[src/rtl/servo_pkg.sv]
// Shared types and the angle-to-pulse mapping for the panel servo driver.
package servo_pkg;

  typedef logic [7:0] angle_t;

  localparam int ANGLE_MAX  = 180;
  localparam int HOME_ANGLE = 90;

  // Integer arithmetic, so the product has plenty of headroom; division truncates.
  function automatic int angle_to_pulse(angle_t angle, int min_ticks, int max_ticks,
                                        int max_angle);
    int a;
    a = int'({24'd0, angle});
    return min_ticks + (a * (max_ticks - min_ticks)) / max_angle;
  endfunction

endpackage

[src/rtl/panel_servo_driver_if.sv]
// Command handshake from the tracking controller: two target angles under valid/ready.
interface panel_servo_driver_if;
  import servo_pkg::*;

  logic   cmd_valid;
  logic   cmd_ready;
  angle_t cmd_base;
  angle_t cmd_arm;

  modport master (output cmd_valid, output cmd_base, output cmd_arm, input cmd_ready);
  modport slave  (input cmd_valid, input cmd_base, input cmd_arm, output cmd_ready);

endinterface

[src/rtl/servo_axis.sv]
// One servo axis: target register, per-frame slew toward it, latched pulse width and PWM.
module servo_axis
  import servo_pkg::*;
#(
  parameter int FRAME_TICKS     = 20000,
  parameter int MIN_PULSE_TICKS = 1000,
  parameter int MAX_PULSE_TICKS = 2000,
  parameter int MAX_ANGLE       = ANGLE_MAX,
  parameter int STEP            = 2,
  parameter int HOME_ANGLE      = servo_pkg::HOME_ANGLE,
  parameter int CNT_W           = $clog2(FRAME_TICKS)
) (
  input  logic             clk,
  input  logic             rst,
  input  logic             enable,
  input  logic             frame_start,
  input  logic [CNT_W-1:0] frame_cnt,
  input  logic             load,
  input  angle_t           cmd_angle,
  output angle_t           pos,
  output logic             moving,
  output logic             pwm
);

  localparam logic signed [8:0] STEP_S     = 9'(STEP);
  localparam logic [CNT_W-1:0]  HOME_PULSE = CNT_W'(angle_to_pulse(angle_t'(HOME_ANGLE),
                                               MIN_PULSE_TICKS, MAX_PULSE_TICKS, MAX_ANGLE));

  angle_t            tgt;
  angle_t            tgt_clamped;
  angle_t            pos_next;
  logic signed [8:0] d;
  logic [CNT_W-1:0]  pulse;

  assign tgt_clamped = (cmd_angle > angle_t'(MAX_ANGLE)) ? angle_t'(MAX_ANGLE) : cmd_angle;
  assign moving      = (pos != tgt);

  always_comb begin
    d        = $signed({1'b0, tgt}) - $signed({1'b0, pos});
    pos_next = tgt;
    if (d > STEP_S)
      pos_next = pos + angle_t'(STEP);
    else if (d < -STEP_S)
      pos_next = pos - angle_t'(STEP);
  end

  // Slew reads the target held before this edge, so a command landing on the
  // frame-start cycle waits for the next frame.
  always_ff @(posedge clk) begin
    if (rst) begin
      tgt   <= angle_t'(HOME_ANGLE);
      pos   <= angle_t'(HOME_ANGLE);
      pulse <= HOME_PULSE;
      pwm   <= 1'b0;
    end else begin
      if (load)
        tgt <= tgt_clamped;
      if (frame_start) begin
        pos   <= pos_next;
        pulse <= CNT_W'(angle_to_pulse(pos_next, MIN_PULSE_TICKS, MAX_PULSE_TICKS, MAX_ANGLE));
      end
      pwm <= enable && (frame_cnt < pulse);
    end
  end

endmodule

[src/rtl/panel_servo_driver.sv]
// Panel-side servo driver: shared frame counter, command handshake, two slewing
// servo axes and busy/arrived status.
module panel_servo_driver
  import servo_pkg::*;
#(
  parameter int FRAME_TICKS     = 20000,
  parameter int MIN_PULSE_TICKS = 1000,
  parameter int MAX_PULSE_TICKS = 2000,
  parameter int MAX_ANGLE       = ANGLE_MAX,
  parameter int STEP            = 2,
  parameter int HOME_ANGLE      = servo_pkg::HOME_ANGLE
) (
  input  logic                 clk,
  input  logic                 rst,
  input  logic                 enable,
  panel_servo_driver_if.slave  cmd,
  output logic                 pwm_base,
  output logic                 pwm_arm,
  output angle_t               pos_base,
  output angle_t               pos_arm,
  output logic                 busy,
  output logic                 arrived
);

  localparam int CNT_W = $clog2(FRAME_TICKS);

  if (MAX_PULSE_TICKS >= FRAME_TICKS) begin : g_chk_frame
    $error("panel_servo_driver: MAX_PULSE_TICKS must be below FRAME_TICKS");
  end
  if (MIN_PULSE_TICKS < 1) begin : g_chk_min
    $error("panel_servo_driver: MIN_PULSE_TICKS must be at least 1");
  end
  if (MAX_ANGLE < 1 || MAX_ANGLE > 255) begin : g_chk_angle
    $error("panel_servo_driver: MAX_ANGLE must fit an 8-bit angle");
  end

  logic [CNT_W-1:0] frame_cnt;
  logic             frame_start;
  logic             ready_q;
  logic             accept;
  logic             moving_base;
  logic             moving_arm;
  logic             moving_any;

  assign frame_start   = enable && (frame_cnt == '0);
  assign cmd.cmd_ready = ready_q;
  assign accept        = cmd.cmd_valid && ready_q;
  assign moving_any    = moving_base || moving_arm;

  always_ff @(posedge clk) begin
    if (rst) begin
      frame_cnt <= '0;
      ready_q   <= 1'b0;
      busy      <= 1'b0;
      arrived   <= 1'b0;
    end else begin
      ready_q <= 1'b1;
      if (enable)
        frame_cnt <= (frame_cnt == CNT_W'(FRAME_TICKS - 1)) ? '0 : frame_cnt + 1'b1;
      busy    <= moving_any;
      arrived <= busy && !moving_any;
    end
  end

  servo_axis #(
    .FRAME_TICKS(FRAME_TICKS), .MIN_PULSE_TICKS(MIN_PULSE_TICKS),
    .MAX_PULSE_TICKS(MAX_PULSE_TICKS), .MAX_ANGLE(MAX_ANGLE), .STEP(STEP),
    .HOME_ANGLE(HOME_ANGLE), .CNT_W(CNT_W)
  ) u_base (
    .clk(clk), .rst(rst), .enable(enable), .frame_start(frame_start),
    .frame_cnt(frame_cnt), .load(accept), .cmd_angle(cmd.cmd_base),
    .pos(pos_base), .moving(moving_base), .pwm(pwm_base)
  );

  servo_axis #(
    .FRAME_TICKS(FRAME_TICKS), .MIN_PULSE_TICKS(MIN_PULSE_TICKS),
    .MAX_PULSE_TICKS(MAX_PULSE_TICKS), .MAX_ANGLE(MAX_ANGLE), .STEP(STEP),
    .HOME_ANGLE(HOME_ANGLE), .CNT_W(CNT_W)
  ) u_arm (
    .clk(clk), .rst(rst), .enable(enable), .frame_start(frame_start),
    .frame_cnt(frame_cnt), .load(accept), .cmd_angle(cmd.cmd_arm),
    .pos(pos_arm), .moving(moving_arm), .pwm(pwm_arm)
  );

endmodule

[src/flat_wrapper.sv]
// flat-port wrapper written by rule: the top's interface ports become plain ports
module panel_servo_driver_flat import servo_pkg::*;
#(
  parameter int FRAME_TICKS     = 20000,
  parameter int MIN_PULSE_TICKS = 1000,
  parameter int MAX_PULSE_TICKS = 2000,
  parameter int MAX_ANGLE       = ANGLE_MAX,
  parameter int STEP            = 2,
  parameter int HOME_ANGLE      = servo_pkg::HOME_ANGLE
)
  (clk, rst, enable, pwm_base, pwm_arm, pos_base, pos_arm, busy, arrived, cmd_cmd_valid, cmd_cmd_base, cmd_cmd_arm, cmd_cmd_ready);
  panel_servo_driver_if cmd_i ();
  input  logic clk;
  input  logic rst;
  input  logic enable;
  output logic pwm_base;
  output logic pwm_arm;
  output angle_t pos_base;
  output angle_t pos_arm;
  output logic busy;
  output logic arrived;
  input wire logic [$bits(cmd_i.cmd_valid)-1:0] cmd_cmd_valid;
  input wire logic [$bits(cmd_i.cmd_base)-1:0] cmd_cmd_base;
  input wire logic [$bits(cmd_i.cmd_arm)-1:0] cmd_cmd_arm;
  output wire logic [$bits(cmd_i.cmd_ready)-1:0] cmd_cmd_ready;
  assign cmd_i.cmd_valid = cmd_cmd_valid;
  assign cmd_i.cmd_base = cmd_cmd_base;
  assign cmd_i.cmd_arm = cmd_cmd_arm;
  assign cmd_cmd_ready = cmd_i.cmd_ready;
  panel_servo_driver #(.FRAME_TICKS(FRAME_TICKS), .MIN_PULSE_TICKS(MIN_PULSE_TICKS), .MAX_PULSE_TICKS(MAX_PULSE_TICKS), .MAX_ANGLE(MAX_ANGLE), .STEP(STEP), .HOME_ANGLE(HOME_ANGLE)) u_core (.clk(clk), .rst(rst), .enable(enable), .cmd(cmd_i), .pwm_base(pwm_base), .pwm_arm(pwm_arm), .pos_base(pos_base), .pos_arm(pos_arm), .busy(busy), .arrived(arrived));
endmodule
[config.mk]
export PLATFORM = sky130hd
export DESIGN_NAME = panel_servo_driver_flat
export DESIGN_NICKNAME = d
export VERILOG_FILES = /design/src/rtl/servo_pkg.sv /design/src/rtl/panel_servo_driver_if.sv /design/src/rtl/servo_axis.sv /design/src/rtl/panel_servo_driver.sv /design/src/flat_wrapper.sv
export SDC_FILE = /design/constraint.sdc
export NUM_CORES = 1
export LEC_CHECK = 0
export CAP_MARGIN = 10
export CORE_MARGIN = 2
export CORE_UTILIZATION = 35
export DETAILED_ROUTE_END_ITERATION = 8
export GPL_ROUTABILITY_DRIVEN = 0
export HOLD_SLACK_MARGIN = 0.08
export SYNTH_ARGS = -nofsm -noshare
export SYNTH_HDL_FRONTEND = slang
export SYNTH_SLANG_ARGS = --single-unit
[constraint.sdc]
create_clock -name clk -period 14.2 [get_ports clk]
set_input_delay 2.13 -clock clk [delete_from_list [all_inputs] [get_ports clk]]
set_output_delay 2.13 -clock clk [all_outputs]
set_load 0.05 [all_outputs]
==> flow_summary.html, run 1 <==
<table>
<tr><th>Metric</th><th>Value</th></tr>
<tr><th colspan="2">Yosys</th></tr>
<tr><td>Synth warn</td><td>0</td></tr>
<tr><td>Cell taking the most area after synthesis</td><td>sky130_fd_sc_hd__ha_1</td></tr>
<tr><td>Top post-synthesis cells by area</td><td>sky130_fd_sc_hd__ha_1 (12%), sky130_fd_sc_hd__dfxtp_1 (11%), sky130_fd_sc_hd__fa_1 (5.4%)</td></tr>
<tr><td>Sequential cell area fraction in the yosys report</td><td>around 11%</td></tr>
<tr><td>EDFF count, synth</td><td>0</td></tr>
<tr><td>Mapped Cells</td><td>around 1900</td></tr>
<tr><td>Primary FF master, synth</td><td>sky130_fd_sc_hd__dfxtp_1</td></tr>
<tr><td>Top cell types by occurrence after synthesis</td><td>sky130_fd_sc_hd__nand2_1 (168), sky130_fd_sc_hd__nor2_1 (164), sky130_fd_sc_hd__inv_1 (151)</td></tr>
<tr><td>Number of unique standard cell types used by synthesis</td><td>approximately 140</td></tr>
<tr><td>Most common cell in the synthesized netlist</td><td>sky130_fd_sc_hd__nand2_1</td></tr>
<tr><td>Count of state elements after synthesis</td><td>76</td></tr>
<tr><td>Avg Inst Size Synth</td><td>about 7.5 µm²</td></tr>
<tr><td>Proportion of netlist area held by the largest area contributor</td><td>approximately an eighth</td></tr>
<tr><td>Synth Net Count</td><td>~2100</td></tr>
<tr><td>Post-synth ARST share</td><td>0%</td></tr>
<tr><td>Syn Std Cell Area</td><td>14000 µm²</td></tr>
<tr><th colspan="2">Global routing</th></tr>
<tr><td>Initial antenna violation count</td><td>0</td></tr>
<tr><td>Overflow left after global routing</td><td>0</td></tr>
<tr><td>Vias in the first global route</td><td>~14000</td></tr>
<tr><td>Wire length of the first global-routing pass</td><td>just under 70000 µm</td></tr>
<tr><td>Largest net degree at the start of global routing</td><td>55</td></tr>
<tr><td>Global-route total usage across every layer</td><td>19.23%</td></tr>
<tr><th colspan="2">Finish</th></tr>
<tr><td>Antenna diodes</td><td>0</td></tr>
<tr><td>Non-filler instance count after layout</td><td>2576</td></tr>
<tr><td>Fraction of layout cells with a size suffix above 1</td><td>25.16%</td></tr>
<tr><td>Area growth syn-to-layout</td><td>26.59%</td></tr>
<tr><td>Final-layout fill cell count</td><td>3907</td></tr>
<tr><td>Final nets</td><td>between 2000 and 2500</td></tr>
<tr><td>Final std cell area, no fill</td><td>about 18000 µm²</td></tr>
<tr><th colspan="2">Floorplanning</th></tr>
<tr><td>Core Box Area</td><td>between 30000 and 40000 µm²</td></tr>
<tr><td>Width of the chip</td><td>204.0 µm</td></tr>
<tr><td>I/O pin count</td><td>41</td></tr>
<tr><td>Starting utilization of the core area</td><td>about a third</td></tr>
<tr><td>Die height</td><td>between 200 and 250 µm</td></tr>
<tr><td>Area of the die</td><td>between 40000 and 50000 µm²</td></tr>
<tr><td>Number of standard-cell rows in the floorplan</td><td>between 70 and 80</td></tr>
<tr><th colspan="2">Route</th></tr>
<tr><td>Initial DRC Count</td><td>917</td></tr>
<tr><td>Total via count after detailed routing</td><td>around 15000</td></tr>
<tr><td>DR pass1 iterations</td><td>6</td></tr>
<tr><td>Routed vias/inst</td><td>5.783</td></tr>
<tr><td>Detailed-route DRC error count</td><td>0</td></tr>
<tr><td>Total wirelength of the detailed-routed design</td><td>approximately 43000 µm</td></tr>
<tr><td>Avg WL per Cell</td><td>between 15 and 20 µm</td></tr>
<tr><td>Post-route antenna net violation count</td><td>0</td></tr>
<tr><th colspan="2">CTS</th></tr>
<tr><td>Clock latency of the later-clocked register in the worst-skew pair</td><td>roughly 350 ps</td></tr>
<tr><td>Sinks on Clock Net</td><td>76</td></tr>
<tr><td>Clock buffer depth</td><td>2</td></tr>
<tr><td>Clock transition at the register clock pins on the worst setup and hold paths after CTS</td><td>about 60 ps</td></tr>
<tr><td>Count of hold buffers inserted by post-cts repair</td><td>0</td></tr>
<tr><td>Clock root cell</td><td>sky130_fd_sc_hd__clkbuf_16</td></tr>
<tr><td>CTS Buf Count</td><td>9</td></tr>
<tr><td>CTS tree</td><td>built</td></tr>
<tr><td>H-tree depth</td><td>3</td></tr>
<tr><th colspan="2">Critical path</th></tr>
<tr><td>Arrival time of the worst setup path</td><td>14090 ps</td></tr>
<tr><td>Highest-delay cell along the critical path</td><td>sky130_fd_sc_hd__fa_1</td></tr>
<tr><td>Category of the worst setup path capture point</td><td>flop</td></tr>
<tr><td>Data required time of the worst path</td><td>~14000 ps</td></tr>
<tr><td>Critical path class</td><td>flop to flop</td></tr>
<tr><td>Crit path max fanout</td><td>10</td></tr>
<tr><td>Critical path launch point type</td><td>flop</td></tr>
<tr><td>CP bufs+invs</td><td>11</td></tr>
<tr><td>Crit-path leading delay family</td><td>compound AO/OA/AOI/OAI gates</td></tr>
<tr><td>Delay of the slowest cell on the worst path</td><td>a little over 500 ps</td></tr>
<tr><td>Cell seen most often among critical-path stages</td><td>sky130_fd_sc_hd__buf_4</td></tr>
<tr><th colspan="2">Placement</th></tr>
<tr><td>Number of input and output port buffers inserted</td><td>40</td></tr>
<tr><td>Post-DP Area</td><td>15670 µm²</td></tr>
<tr><td>Cell count after placement</td><td>about 2500</td></tr>
<tr><td>HPWL Detailed</td><td>~32000 µm</td></tr>
<tr><th colspan="2">Timing</th></tr>
<tr><td>Worst Max-Slew Pin Slew</td><td>~1000 ps</td></tr>
<tr><td>Final period utilization</td><td>97.62%</td></tr>
<tr><td>Final min period</td><td>about 14000 ps</td></tr>
<tr><td>Clk_skew</td><td>around 5.6 ps</td></tr>
<tr><td>Total count of hold-check failures in the final report</td><td>0</td></tr>
<tr><td>Final Max Tran Viols</td><td>0</td></tr>
<tr><td>Achievable clock frequency</td><td>around 72 MHz</td></tr>
<tr><td>Slew Limit Headroom</td><td>between 30 and 40%</td></tr>
<tr><td>Setup violators final</td><td>0</td></tr>
<tr><th colspan="2">Run status</th></tr>
<tr><td>Outcome</td><td>completed</td></tr>
<tr><th colspan="2">Min path</th></tr>
<tr><td>Class of the worst hold path</td><td>flop to flop</td></tr>
<tr><th colspan="2">Job</th></tr>
<tr><td>Number of max-cap violations</td><td>0</td></tr>
</table>
==> final cells by class <==
cell class,instances,area (µm²),share of cell area [%]
flip-flops and latches,76,1536,8.671
clock inverters,7,91.34,0.5155
clock buffers,9,225.2,1.271
multi-input cells,1567,12700,71.66
repair buffers,234,1911,10.78
inverters,158,600.6,3.389
well taps,525,656.9,3.707
==> registers in the layout, indices dropped and copies added, names as in the netlist <==
| name | count |
|---|---|
| u_core.frame_cnt | 15 |
| u_core.cmd.cmd_ready | 1 |
| u_core.u_arm.pos | 8 |
| u_core.u_arm.pwm | 1 |
| u_core.u_base.pwm | 1 |
| u_core.u_base.pulse | 12 |
| u_core.u_arm.pulse | 12 |
| u_core.u_base.tgt | 8 |
| u_core.busy | 1 |
| u_core.arrived | 1 |
| u_core.u_base.pos | 8 |
| u_core.u_arm.tgt | 8 |
==> worst register-to-register path: cells and delay by family (launching register included) <==
family	cells	cell delay, ps
AOI/OAI and AO/OA	28	6400
xor gates and xnor gates	3	550
adders and majority gates	8	2600
buffers and inverters	11	1340
DFF	1	370
and+or+nand+nor	15	2520
==> worst paths after layout <==
kind                            endpoint  depth (start not counted)                  start  slack [ps]
setup / recovery  u_core.u_base.pulse[0]                         65   u_core.u_base.pos[1]         340
hold / removal     u_core.u_arm.pulse[9]                          2  u_core.u_arm.pulse[9]         450
setup reg to reg  u_core.u_base.pulse[0]                         65   u_core.u_base.pos[1]         340
hold reg to reg    u_core.u_arm.pulse[9]                          2  u_core.u_arm.pulse[9]         450
==> metrics by stage <==
| stage | hold WS (ps) | TNS, ps | setup slack (ps) | util (%) |
|---|---|---|---|---|
| after floorplan | 431.9 | 0 | 20.76 | - |
| after global placement | 443.6 | -139.1 | -139.1 | 39.53 |
| after detailed placement | 448.5 | -869.4 | -524.8 | 39.53 |
| after CTS | 455.5 | 0 | 5.507 | 40.93 |
| after global routing | 478.7 | -489.0 | -238.6 | 44.70 |
| final | 452.9 | 0 | 338.7 | 44.70 |
==> placed cells by master, fill, tap and decap left out, types with 11 or more instances in the layout <==
master / n
sky130_fd_sc_hd__mux2i_1: 17
sky130_fd_sc_hd__nand2_1: 163
sky130_fd_sc_hd__nand3_1: 53
sky130_fd_sc_hd__o211ai_1: 50
sky130_fd_sc_hd__fa_1: 38
sky130_fd_sc_hd__or3_1: 13
sky130_fd_sc_hd__a31oi_1: 17
sky130_fd_sc_hd__o21ai_0: 70
sky130_fd_sc_hd__o21a_1: 13
sky130_fd_sc_hd__xnor2_1: 55
sky130_fd_sc_hd__o21ai_2: 11
sky130_fd_sc_hd__clkdlybuf4s50_1: 40
sky130_fd_sc_hd__nand4_1: 26
sky130_fd_sc_hd__dfxtp_1: 70
sky130_fd_sc_hd__o21ai_1: 14
sky130_fd_sc_hd__ha_1: 118
sky130_fd_sc_hd__a21oi_1: 104
sky130_fd_sc_hd__or2_2: 12
sky130_fd_sc_hd__inv_1: 143
sky130_fd_sc_hd__o22ai_1: 20
sky130_fd_sc_hd__nor2b_1: 18
sky130_fd_sc_hd__buf_4: 188
sky130_fd_sc_hd__a21oi_2: 23
sky130_fd_sc_hd__and3_1: 17
sky130_fd_sc_hd__a21o_1: 24
sky130_fd_sc_hd__a211oi_1: 14
sky130_fd_sc_hd__nor3_1: 48
sky130_fd_sc_hd__nand2b_1: 18
sky130_fd_sc_hd__and2_1: 11
sky130_fd_sc_hd__xor2_1: 30
sky130_fd_sc_hd__nor2_1: 156
==> cell families after synthesis <==
family	after synthesis	share of synthesized area, %
and+or+nand+nor	644	22.76
AOI/OAI and AO/OA	611	31.83
buffers and inverters	226	7.527
adders and majority gates	179	17.90
xor gates and xnor gates	98	6.499
DFF	76	10.87
muxes	35	2.619
==> routing by layer <==
metal | part of all wire [%] | up-vias | wire length [µm] | global-route usage [%]
met1 | 46 | 7075 | 19590 | 26.02
met4 | 2.1 | 0 | 891 | 4.244
met5 | 0 | - | 0 | 0
met3 | 4.8 | 77 | 2051 | 2.695
li1 | - | 7311 | - | -
met2 | 47 | 433 | 20270 | 32.39
==> repair_timing <==
| item | 4_1_cts | 5_1_grt |
|---|---|---|
| endpoints found under the hold margin | 0 | 0 |
| cloned | 0 | 2 |
| setup endpoints to repair | 2 | 7 |
| gates resized for setup | 28 | 214 |
| pin swaps | 10 | 87 |
| setup buffers | 17 | 54 |
Power of run 1 is left out: the tool's default activity adds up to more than one toggle a clock period on the data nets, which glitch-free logic cannot reach.
==> run 2: changes to the inputs <==
Settings changed: CELL_PAD_IN_SITES_DETAIL_PLACEMENT set to 1, CELL_PAD_IN_SITES_GLOBAL_PLACEMENT set to 2, PLACE_DENSITY_LB_ADDON set to 0.1, TNS_END_PERCENT set to 100.
==> flow_summary.html, run 2 (same netlist as run 1, synthesis figures left out) <==
<table>
<tr><th>Metric</th><th>Value</th></tr>
<tr><th colspan="2">CTS</th></tr>
<tr><td>Clock latency of the later-clocked register in the worst-skew pair</td><td>~340 ps</td></tr>
<tr><td>Clock transition at the register clock pins on the worst setup and hold paths after CTS</td><td>approximately 70 ps</td></tr>
<tr><td>Clock buffer depth</td><td>2</td></tr>
<tr><td>Clock root cell</td><td>sky130_fd_sc_hd__clkbuf_16</td></tr>
<tr><td>CTS tree</td><td>built</td></tr>
<tr><td>Sinks on Clock Net</td><td>76</td></tr>
<tr><td>CTS Buf Count</td><td>9</td></tr>
<tr><td>H-tree depth</td><td>3</td></tr>
<tr><th colspan="2">Min path</th></tr>
<tr><td>Instance count along the most critical hold path</td><td>2</td></tr>
<tr><td>Hold worst-path end</td><td>u_core.u_base.pulse[11]</td></tr>
<tr><td>Startpoint of the lowest-slack hold path</td><td>u_core.u_base.pulse[11]</td></tr>
<tr><td>Class of the worst hold path</td><td>flop to flop</td></tr>
<tr><th colspan="2">Critical path</th></tr>
<tr><td>RR Startpoint</td><td>u_core.u_base.pos[1]</td></tr>
<tr><td>Crit path max fanout</td><td>8</td></tr>
<tr><td>Critical path launch point type</td><td>flop</td></tr>
<tr><td>R2R Path End</td><td>u_core.u_base.pulse[0]</td></tr>
<tr><td>Category of the worst setup path capture point</td><td>flop</td></tr>
<tr><td>Critical path class</td><td>flop to flop</td></tr>
<tr><td>Reg2Reg Depth</td><td>65</td></tr>
<tr><td>Arrival time of the worst setup path</td><td>between 10000 and 15000 ps</td></tr>
<tr><td>Slack of the worst reg-to-reg path</td><td>between 300 and 400 ps</td></tr>
<tr><td>Highest-delay cell along the critical path</td><td>sky130_fd_sc_hd__fa_1</td></tr>
<tr><td>Data required time of the worst path</td><td>about 14000 ps</td></tr>
<tr><td>Delay of the slowest cell on the worst path</td><td>between 500 and 600 ps</td></tr>
<tr><td>Cell seen most often among critical-path stages</td><td>sky130_fd_sc_hd__buf_4</td></tr>
<tr><th colspan="2">Finish</th></tr>
<tr><td>Fraction of layout cells with a size suffix above 1</td><td>27.46%</td></tr>
<tr><td>Area growth syn-to-layout</td><td>30.45%</td></tr>
<tr><td>Most frequent standard cell in the layout excluding fill and tap cells</td><td>sky130_fd_sc_hd__buf_4</td></tr>
<tr><td>Final-layout fill cell count</td><td>4793</td></tr>
<tr><td>Max FFs per register</td><td>15</td></tr>
<tr><td>Antenna diodes</td><td>0</td></tr>
<tr><td>FF/Latch Area</td><td>~1500 µm²</td></tr>
<tr><td>Final std cell area, no fill</td><td>approximately 18000 µm²</td></tr>
<tr><td>Commonest cells after routing, fill and taps aside</td><td>sky130_fd_sc_hd__buf_4 (231), sky130_fd_sc_hd__nand2_1 (163), sky130_fd_sc_hd__nor2_1 (152)</td></tr>
<tr><td>Multi-input gate area</td><td>between 10000 and 15000 µm²</td></tr>
<tr><td>Final nets</td><td>2286</td></tr>
<tr><td>Largest register by flop count</td><td>u_core.frame_cnt</td></tr>
<tr><td>Largest registers</td><td>u_core.frame_cnt (15), u_core.u_arm.pulse (12), u_core.u_base.pulse (12)</td></tr>
<tr><th colspan="2">Global routing</th></tr>
<tr><td>Largest net degree at the start of global routing</td><td>55</td></tr>
<tr><td>Vias in the first global route</td><td>between 15000 and 20000</td></tr>
<tr><td>Global-route total usage across every layer</td><td>a little under a quarter</td></tr>
<tr><td>Initial antenna violation count</td><td>0</td></tr>
<tr><td>Overflow left after global routing</td><td>0</td></tr>
<tr><td>Wire length of the first global-routing pass</td><td>79660 µm</td></tr>
<tr><th colspan="2">Floorplanning</th></tr>
<tr><td>Core Box Area</td><td>roughly 40000 µm²</td></tr>
<tr><td>Die height</td><td>slightly above 200 µm</td></tr>
<tr><td>Width of the chip</td><td>a little over 200 µm</td></tr>
<tr><td>Area of the die</td><td>around 42000 µm²</td></tr>
<tr><td>Number of standard-cell rows in the floorplan</td><td>73</td></tr>
<tr><td>I/O pin count</td><td>41</td></tr>
<tr><td>Starting utilization of the core area</td><td>35.31%</td></tr>
<tr><th colspan="2">Timing</th></tr>
<tr><td>Final Max Tran Viols</td><td>0</td></tr>
<tr><td>Crit path setup slack, layout</td><td>around 340 ps</td></tr>
<tr><td>Final min period</td><td>13860 ps</td></tr>
<tr><td>Total count of hold-check failures in the final report</td><td>0</td></tr>
<tr><td>Worst Max-Slew Pin Slew</td><td>1166 ps</td></tr>
<tr><td>Slew Limit Headroom</td><td>~22%</td></tr>
<tr><td>Achievable clock frequency</td><td>between 70 and 80 MHz</td></tr>
<tr><td>Setup violators final</td><td>0</td></tr>
<tr><td>Aggregate negative setup slack</td><td>0 ps</td></tr>
<tr><td>Final period utilization</td><td>a little over nine tenths</td></tr>
<tr><td>Clk_skew</td><td>approximately 8.1 ps</td></tr>
<tr><th colspan="2">Route</th></tr>
<tr><td>Routed vias/inst</td><td>about 5.7</td></tr>
<tr><td>Post-route antenna net violation count</td><td>0</td></tr>
<tr><td>Detailed-route DRC error count</td><td>0</td></tr>
<tr><td>Avg WL per Cell</td><td>19.43 µm</td></tr>
<tr><td>Total via count after detailed routing</td><td>roughly 15000</td></tr>
<tr><td>DR pass1 iterations</td><td>4</td></tr>
<tr><td>Total wirelength of the detailed-routed design</td><td>roughly 51000 µm</td></tr>
<tr><td>Initial DRC Count</td><td>between 600 and 700</td></tr>
<tr><th colspan="2">Placement</th></tr>
<tr><td>Post-DP Area</td><td>15930 µm²</td></tr>
<tr><td>Number of input and output port buffers inserted</td><td>40</td></tr>
<tr><td>HPWL Detailed</td><td>around 39000 µm</td></tr>
<tr><td>Worst-case setup slack after placement</td><td>-549.3 ps</td></tr>
<tr><th colspan="2">Run status</th></tr>
<tr><td>Outcome</td><td>completed</td></tr>
<tr><th colspan="2">Job</th></tr>
<tr><td>Number of max-cap violations</td><td>0</td></tr>
</table>
run 2: worst max path at each step:
stage                                   to  cells after the start            startpoint  slack, ps
finish              u_core.u_base.pulse[0]                     65  u_core.u_base.pos[1]        340
global route        u_core.u_base.pulse[0]                     60  u_core.u_base.pos[1]       -230
CTS                 u_core.u_base.pulse[0]                     61  u_core.u_base.pos[1]          3
detailed placement  u_core.u_base.pulse[0]                     62  u_core.u_base.pos[1]       -550
global placement    u_core.u_base.pulse[0]                     61  u_core.u_base.pos[1]        -60
floorplan           u_core.u_base.pulse[0]                     66  u_core.u_base.pos[1]         20
run 2: layout make-up:
class | instances | share of cell area (%)
well taps | 525 | 3.597
clock buffers | 9 | 1.233
flip-flops and latches | 76 | 8.394
inverters | 158 | 3.268
clock inverters | 7 | 0.4111
repair buffers | 283 | 12.49
multi-input cells | 1568 | 70.60
run 2: through the flow:
step,utilization (%),hold slack (ps),cells
after detailed placement,40.18,448.8,2521
after floorplan,-,431.9,1869
after global routing,46.06,476.8,2626
after global placement,40.18,443.1,2521
after CTS,41.68,456.6,2546
final,46.06,455.4,2626
run 2: metal layers:
layer	share of wire [%]	GRT usage, %	vias up	routed length [µm]
met1	49	32.72	7532	25220
li1	-	-	7373	-
met3	1.7	1.483	29	866
met2	48	39.08	165	24510
met5	0	0	-	0
met4	0.84	3.416	0	430
run 2: worst max-delay path, delay by kind of cell, from the launching register on:
kind | cells | cell delay, ps
xor+xnor | 2 | 370
flops | 1 | 350
compound gates | 28 | 5880
mux | 1 | 220
fa+ha+maj | 8 | 2740
simple gates | 15 | 2930
buf+inv | 11 | 1240
run 2: repair_timing:
action | 4_1_cts | 5_1_grt
setup buffers | 7 | 79
cloned | 2 | 1
hold buffers | 0 | 0
endpoints found under the setup margin | 4 | 8
gates resized for setup | 46 | 228
pin swaps | 9 | 110
Power of run 2 is left out for the same reason.
